$ cat src/rtl/fetch_if_id_pkg.sv
// Shared fetch-stage definitions: word width, opcode/NOP encodings, FSM state type
// and small PC helpers.
package fetch_if_id_pkg;

    localparam int unsigned WORD_W = 16;

    localparam logic [3:0]        OP_HLT  = 4'hF;
    localparam logic [WORD_W-1:0] NOP_ENC = 16'h0000;

    typedef enum logic {
        FS_IDLE,
        FS_WAIT
    } fetch_state_t;

    // Instructions are halfword aligned, so sequential fetch steps by 2 and wraps.
    function automatic logic [WORD_W-1:0] pc_next(input logic [WORD_W-1:0] pc);
        return pc + 16'd2;
    endfunction

endpackage

$ cat src/rtl/fetch_if_id_skid_buf.sv
// One-entry skid buffer holding a returned instruction word and its pc+2 while
// decode is stalled.
module fetch_skid_buf
    import fetch_if_id_pkg::*;
(
    input  logic              clk,
    input  logic              rst_n,
    input  logic              load,
    input  logic              drain,
    input  logic              clear,
    input  logic [WORD_W-1:0] load_data,
    input  logic [WORD_W-1:0] load_pc2,
    output logic              valid,
    output logic [WORD_W-1:0] data,
    output logic [WORD_W-1:0] pc2
);

    logic              valid_q, valid_d;
    logic [WORD_W-1:0] data_q, data_d;
    logic [WORD_W-1:0] pc2_q, pc2_d;

    always_comb begin
        valid_d = valid_q;
        data_d  = data_q;
        pc2_d   = pc2_q;
        if (clear) begin
            valid_d = 1'b0;
        end else if (load) begin
            valid_d = 1'b1;
            data_d  = load_data;
            pc2_d   = load_pc2;
        end else if (drain) begin
            valid_d = 1'b0;
        end
    end

    always_ff @(posedge clk or negedge rst_n) begin
        if (!rst_n) begin
            valid_q <= 1'b0;
            data_q  <= '0;
            pc2_q   <= '0;
        end else begin
            valid_q <= valid_d;
            data_q  <= data_d;
            pc2_q   <= pc2_d;
        end
    end

    assign valid = valid_q;
    assign data  = data_q;
    assign pc2   = pc2_q;

endmodule

$ cat src/rtl/fetch_if_id.sv
// Fetch stage and IF/ID pipeline register: owns the PC, keeps one request in flight
// to instruction memory and obeys decode's stall / flush / branch redirect.
module fetch_if_id
    import fetch_if_id_pkg::*;
#(
    parameter logic [WORD_W-1:0] RESET_PC   = 16'h0000,
    parameter logic [WORD_W-1:0] NOP_INST   = NOP_ENC,
    parameter logic [3:0]        HLT_OPCODE = OP_HLT
) (
    input  logic              clk,
    input  logic              rst_n,
    input  logic              stall,
    input  logic              if_flush,
    input  logic              br_taken,
    input  logic [WORD_W-1:0] br_target,
    output logic              imem_req,
    output logic [WORD_W-1:0] imem_addr,
    input  logic              imem_valid,
    input  logic [WORD_W-1:0] imem_data,
    output logic [WORD_W-1:0] if_id_inst,
    output logic [WORD_W-1:0] if_id_pc_plus2,
    output logic              if_id_valid,
    output logic              halted
);

    fetch_state_t      state_q, state_d;
    logic [WORD_W-1:0] pc_q, pc_d;
    logic [WORD_W-1:0] fetch_pc_q, fetch_pc_d;
    logic              imem_req_q, imem_req_d;
    logic [WORD_W-1:0] imem_addr_q, imem_addr_d;
    logic [WORD_W-1:0] inst_q, inst_d;
    logic [WORD_W-1:0] pc_plus2_q, pc_plus2_d;
    logic              valid_q, valid_d;
    logic              halted_q, halted_d;
    logic              discard_q, discard_d;

    logic              buf_valid, buf_load, buf_drain, buf_clear;
    logic [WORD_W-1:0] buf_data, buf_pc2;

    logic              issue, ret, squash, ret_hlt;
    logic [WORD_W-1:0] ret_pc2;
    logic              br_target_lsb_unused;

    assign br_target_lsb_unused = br_target[0];

    assign issue   = (state_q == FS_IDLE) && !buf_valid && !halted_q && !br_taken;
    assign ret     = (state_q == FS_WAIT) && imem_valid;
    assign squash  = br_taken || if_flush;
    assign ret_hlt = (imem_data[WORD_W-1 -: 4] == HLT_OPCODE);
    assign ret_pc2 = pc_next(fetch_pc_q);

    fetch_skid_buf u_skid (
        .clk       (clk),
        .rst_n     (rst_n),
        .load      (buf_load),
        .drain     (buf_drain),
        .clear     (buf_clear),
        .load_data (imem_data),
        .load_pc2  (ret_pc2),
        .valid     (buf_valid),
        .data      (buf_data),
        .pc2       (buf_pc2)
    );

    always_comb begin
        state_d     = state_q;
        pc_d        = pc_q;
        fetch_pc_d  = fetch_pc_q;
        imem_req_d  = 1'b0;
        imem_addr_d = imem_addr_q;
        inst_d      = inst_q;
        pc_plus2_d  = pc_plus2_q;
        valid_d     = valid_q;
        halted_d    = halted_q;
        discard_d   = discard_q;
        buf_load    = 1'b0;
        buf_drain   = 1'b0;
        buf_clear   = 1'b0;

        case (state_q)
            FS_IDLE: begin
                if (issue) begin
                    state_d     = FS_WAIT;
                    imem_req_d  = 1'b1;
                    imem_addr_d = pc_q;
                    fetch_pc_d  = pc_q;
                    pc_d        = pc_next(pc_q);
                end
            end
            FS_WAIT: begin
                if (imem_valid) begin
                    state_d = FS_IDLE;
                end
            end
            default: state_d = FS_IDLE;
        endcase

        if (br_taken) begin
            pc_d     = {br_target[WORD_W-1:1], 1'b0};
            halted_d = 1'b0;
        end

        // A word returning in the squash cycle is simply dropped; one still in
        // flight is tagged so its later return is dropped instead.
        if (squash) begin
            buf_clear = 1'b1;
            if (ret) begin
                discard_d = 1'b0;
            end else if (state_q == FS_WAIT) begin
                discard_d = 1'b1;
            end
            if (!stall) begin
                inst_d  = NOP_INST;
                valid_d = 1'b0;
            end
        end else if (stall) begin
            if (ret) begin
                if (discard_q) begin
                    discard_d = 1'b0;
                end else begin
                    buf_load = 1'b1;
                    if (ret_hlt) begin
                        halted_d = 1'b1;
                    end
                end
            end
        end else begin
            if (ret) begin
                discard_d = 1'b0;
            end
            if (buf_valid) begin
                buf_drain  = 1'b1;
                inst_d     = buf_data;
                pc_plus2_d = buf_pc2;
                valid_d    = 1'b1;
            end else if (ret && !discard_q) begin
                inst_d     = imem_data;
                pc_plus2_d = ret_pc2;
                valid_d    = 1'b1;
                if (ret_hlt) begin
                    halted_d = 1'b1;
                end
            end else begin
                inst_d  = NOP_INST;
                valid_d = 1'b0;
            end
        end
    end

    always_ff @(posedge clk or negedge rst_n) begin
        if (!rst_n) begin
            state_q     <= FS_IDLE;
            pc_q        <= RESET_PC;
            fetch_pc_q  <= '0;
            imem_req_q  <= 1'b0;
            imem_addr_q <= '0;
            inst_q      <= NOP_INST;
            pc_plus2_q  <= '0;
            valid_q     <= 1'b0;
            halted_q    <= 1'b0;
            discard_q   <= 1'b0;
        end else begin
            state_q     <= state_d;
            pc_q        <= pc_d;
            fetch_pc_q  <= fetch_pc_d;
            imem_req_q  <= imem_req_d;
            imem_addr_q <= imem_addr_d;
            inst_q      <= inst_d;
            pc_plus2_q  <= pc_plus2_d;
            valid_q     <= valid_d;
            halted_q    <= halted_d;
            discard_q   <= discard_d;
        end
    end

    assign imem_req       = imem_req_q;
    assign imem_addr      = imem_addr_q;
    assign if_id_inst     = inst_q;
    assign if_id_pc_plus2 = pc_plus2_q;
    assign if_id_valid    = valid_q;
    assign halted         = halted_q;

endmodule
$ cat config.mk
export PLATFORM = sky130hd
export DESIGN_NAME = fetch_if_id
export DESIGN_NICKNAME = d
export VERILOG_FILES = /design/src/rtl/fetch_if_id_pkg.sv /design/src/rtl/fetch_if_id_skid_buf.sv /design/src/rtl/fetch_if_id.sv
export SDC_FILE = /design/constraint.sdc
export NUM_CORES = 1
export LEC_CHECK = 0
export BUFFER_PORTS_ARGS = -buffer_cell sky130_fd_sc_hd__buf_2
export CAP_MARGIN = 20
export CORE_ASPECT_RATIO = 1.25
export CORE_UTILIZATION = 50
export DETAILED_ROUTE_END_ITERATION = 12
export GPL_ROUTABILITY_DRIVEN = 0
export PLACE_DENSITY_LB_ADDON = 0.08
export SYNTH_ARGS = -nofsm -noshare
export SYNTH_HDL_FRONTEND = slang
export SYNTH_SLANG_ARGS = --single-unit
$ cat constraint.sdc
create_clock -name clk -period 1.5 [get_ports clk]
set_input_delay 0.15 -clock clk [delete_from_list [all_inputs] [get_ports clk]]
set_output_delay 0.15 -clock clk [all_outputs]
set_load 0.02 [all_outputs]
==> run_results.csv <==
group,metric,value,unit
grt,grt_pass1_wl,16.6,mm
timing,hold_viol,0,
routing,drt-total-wl,10.6,mm
timing,fin_crit_sh,1.02,
power,vdd_drop_max,0.785,mV
die,chipHeight,109,um
clock_network,tritoncts,"done",
synthesis,synth_top_area_share,0.538,
clock_network,cts_sinks,98,
timing,drv_slew,0,
synthesis,synth_top_family_by_area,"simple AND/OR/NAND/NOR gates",
die,coreArea,0.00875,mm^2
grt,grt-ovfl-total,0,
clock_network,clk_latency,0.38,ns
grt,track_usage,0.230,
critical_path,critPathMaxFanout,4,
clock_network,clk_pin_slew_worst_paths,0.10,ns
critical_path,crit_slowest_cell,"dfrtp_2",
synthesis,yosys_register_bits,98,
routing,ant_nets,0,
die,die_area,0.00950,mm^2
critical_path,critPathArrivalTime,1.79,ns
routing,via_per_inst,5.25,
timing,fin_skew,0.00988,ns
routing,dr.pass1.iters,4,
clock_network,cts_htree_levels,3,
final_layout,syn_to_final_growth,33.2,%
synthesis,synth_compound_area_frac,0.115,
synthesis,ys_types,38,
synthesis,post_synth.cell_area_avg,10.8,um^2
routing,dr_wl_met3,388,um
hold_path,hp-class,"input pin to flop",
routing,via_count,3626,
timing,rsz0062_at_grt,"yes",
synthesis,synthMuxAreaShare,0.111,
grt,grt_max_degree,60,
timing,fmax,656,MHz
timing,timing.hold.ws,0.00642,ns
run,maxCapViolations,0,
final_layout,drive_above_1_share,0.378,
timing,finalCriticalPeriod,1.52,ns
routing,drt_iter0_drc,208,
synthesis,synthArstFlopShare,1.00,
synthesis,synth-simple-area-share,0.137,
synthesis,synth_largest_area_cell,"dfrtp_1",
power,leakagePower,2.98,nW
routing,wl_met2,5.46,mm
critical_path,crit_type,"flop to flop",
synthesis,synth_most_common_cell,"dfrtp_1",
clock_network,cts_buffers,9,
final_layout,diodes,0,
critical_path,crit_path_start_kind,"flop",
critical_path,crit_buf_inv,1,
die,fp-row-count,38,
clock_network,clockBufferDepth,2,
synthesis,yosysWarnings,0,
grt,antenna_found_initial,0,
final_layout,nets,606,
final_layout,fin_util,0.694,
routing,wl_per_cell,15.3,um
critical_path,cp-end-kind,"flop",
critical_path,path_delay_family,"simple AND/OR/NAND/NOR gates",
placed_design,port-buffer-count,85,
synthesis,synthTopCellsByArea,"dfrtp_1 (54%), nand2_1 (6.4%), o21ai_0 (5.7%), mux2_4 (5.3%), mux2_2 (4.9%)",
synthesis,synth_commonest_cells,"dfrtp_1 (98), nand2_1 (78), o21ai_0 (52)",
placed_design,pre_cts_slack,-0.00703,ns
synthesis,synthAdderAreaFrac,0.00549,
synthesis,synthXorXnorAreaFrac,0.0519,
synthesis,synth-edff-count,0,
synthesis,syn_area,0.00455,mm^2
routing,drc_errors,0,
synthesis,syn_inst,422,
run_status,violations,"setup timing",
routing,highest_layer,"met4",
placed_design,dp_hpwl,7.00,mm
synthesis,ys_seq_area_frac,0.538,
timing,setup_ws,-0.0237,ns
critical_path,max_stage_delay,0.45,ns
die,ioPinCount,89,
die,initial_utilization,0.521,
grt,grt_pass1_vias,3484,
die,fp.dieW,87.4,um
routing,wl_met1,4.58,mm
critical_path,cp.required,1.77,ns
timing,setup_viol,6,
run_status,status,"complete, but fails checks",
critical_path,path_cells,"nor3_4, and4_1, buf_4, nand4_1, xor2_1, o21ai_1",
power,power_density,1370,mW/mm^2
clock_network,cts-root-buf,"clkbuf_8",
synthesis,ys.flop_type,"dfrtp_1",
-- path summary, 6_finish.rpt --
| check | start | end | slack, ns | cells past startpoint |
|---|---|---|---|---|
| min in group asynchronous | rst_n | u_skid.data[7] | 0.10 | 2 |
| worst max-delay path | u_skid.valid | pc_q[10] | -0.02 | 6 |
| worst min-delay path | imem_data[6] | u_skid.data[6] | 0.006 | 2 |
| worst max register to register | u_skid.valid | pc_q[10] | -0.02 | 6 |
| worst min register to register | if_id_pc_plus2[1] | if_id_pc_plus2[1] | 0.48 | 2 |
| max in group asynchronous | rst_n | u_skid.pc2[11] | 0.89 | 3 |
-- layer usage --
layer / GRT usage / vias to the layer above
li1: - / 1733
met1: 0.294 / 1810
met5: 0 / -
met2: 0.382 / 70
met3: 0.0341 / 13
met4: 0.111 / 0
-- state kept, by name, indices dropped and copies added, names as in the netlist, 15 cells and up --
signal          flops
imem_addr          15
u_skid.pc2         15
if_id_inst         16
u_skid.data        16
pc_q               15
if_id_pc_plus2     15
-- cell families after synthesis --
logic type / Yosys count
fa+ha+maj: 2
compound gates: 91
simple gates: 130
other cells: 1
flops: 98
xor+xnor: 27
mux: 40
buf+inv: 33
-- final cells by class --
cell class                 count  area [um^2]
fill                         707         2680
sequential                    98         2460
multi-input combinational    292         2050
timing repair buffer         157         1150
tap                          120          150
clock buffer                  10          138
clock inverter                 6         90.1
inverter                       8         30.0
-- stage by stage --
stage	TNS [ns]	cells	power, W	area, um^2
final	-0.0845	691	0.00831	6070
after floorplan	-0.798	423	0.00513	4570
after global placement	0	649	0.00609	5420
after detailed placement	-0.0117	649	0.00616	5420
after global routing	-1.95	691	0.00877	6070
after CTS	-0.00271	682	0.00814	5810
-- layout by cell type, fill, tap and decap left out, types with 2 or more instances in the layout --
cell and n:
nand3_1 9, mux2_4 29, bufinv_16 2, o21ai_1 16, and3_1 7, clkbuf_8 10
dlygate4sd3_1 16, nor2_1 11, xor2_1 16, mux2_2 7, a31oi_1 2, clkbuf_16 3
a22o_1 16, dfrtp_2 4, buf_4 43, buf_6 5, clkinv_4 2, conb_1 2
inv_1 8, xnor2_1 8, buf_2 84, and4_1 2, dfrtp_1 94, nand4_1 7
mux2i_1 4, nand2_1 75, o21ai_0 40, a21oi_1 13, nand2_2 3, nor3_1 2
nor3_2 2, buf_12 6, xor2_2 3
-- power breakdown --
part           total [W]  internal, W  switching [W]
combinational    0.00265      0.00129        0.00136
sequential       0.00371      0.00329       0.000419
clock            0.00196     0.000988       0.000972
-- repair_timing --
item | in CTS | in global routing
endpoints found under the hold margin | 113 | 0
cloned | 0 | 3
buffers inserted | 1 | 6
gates resized for setup | 0 | 43
setup endpoints to repair | 4 | 36
pin swaps | 1 | 10
hold buffers | 16 | 0
No activity file was read; power rests on OpenSTA's default activity.
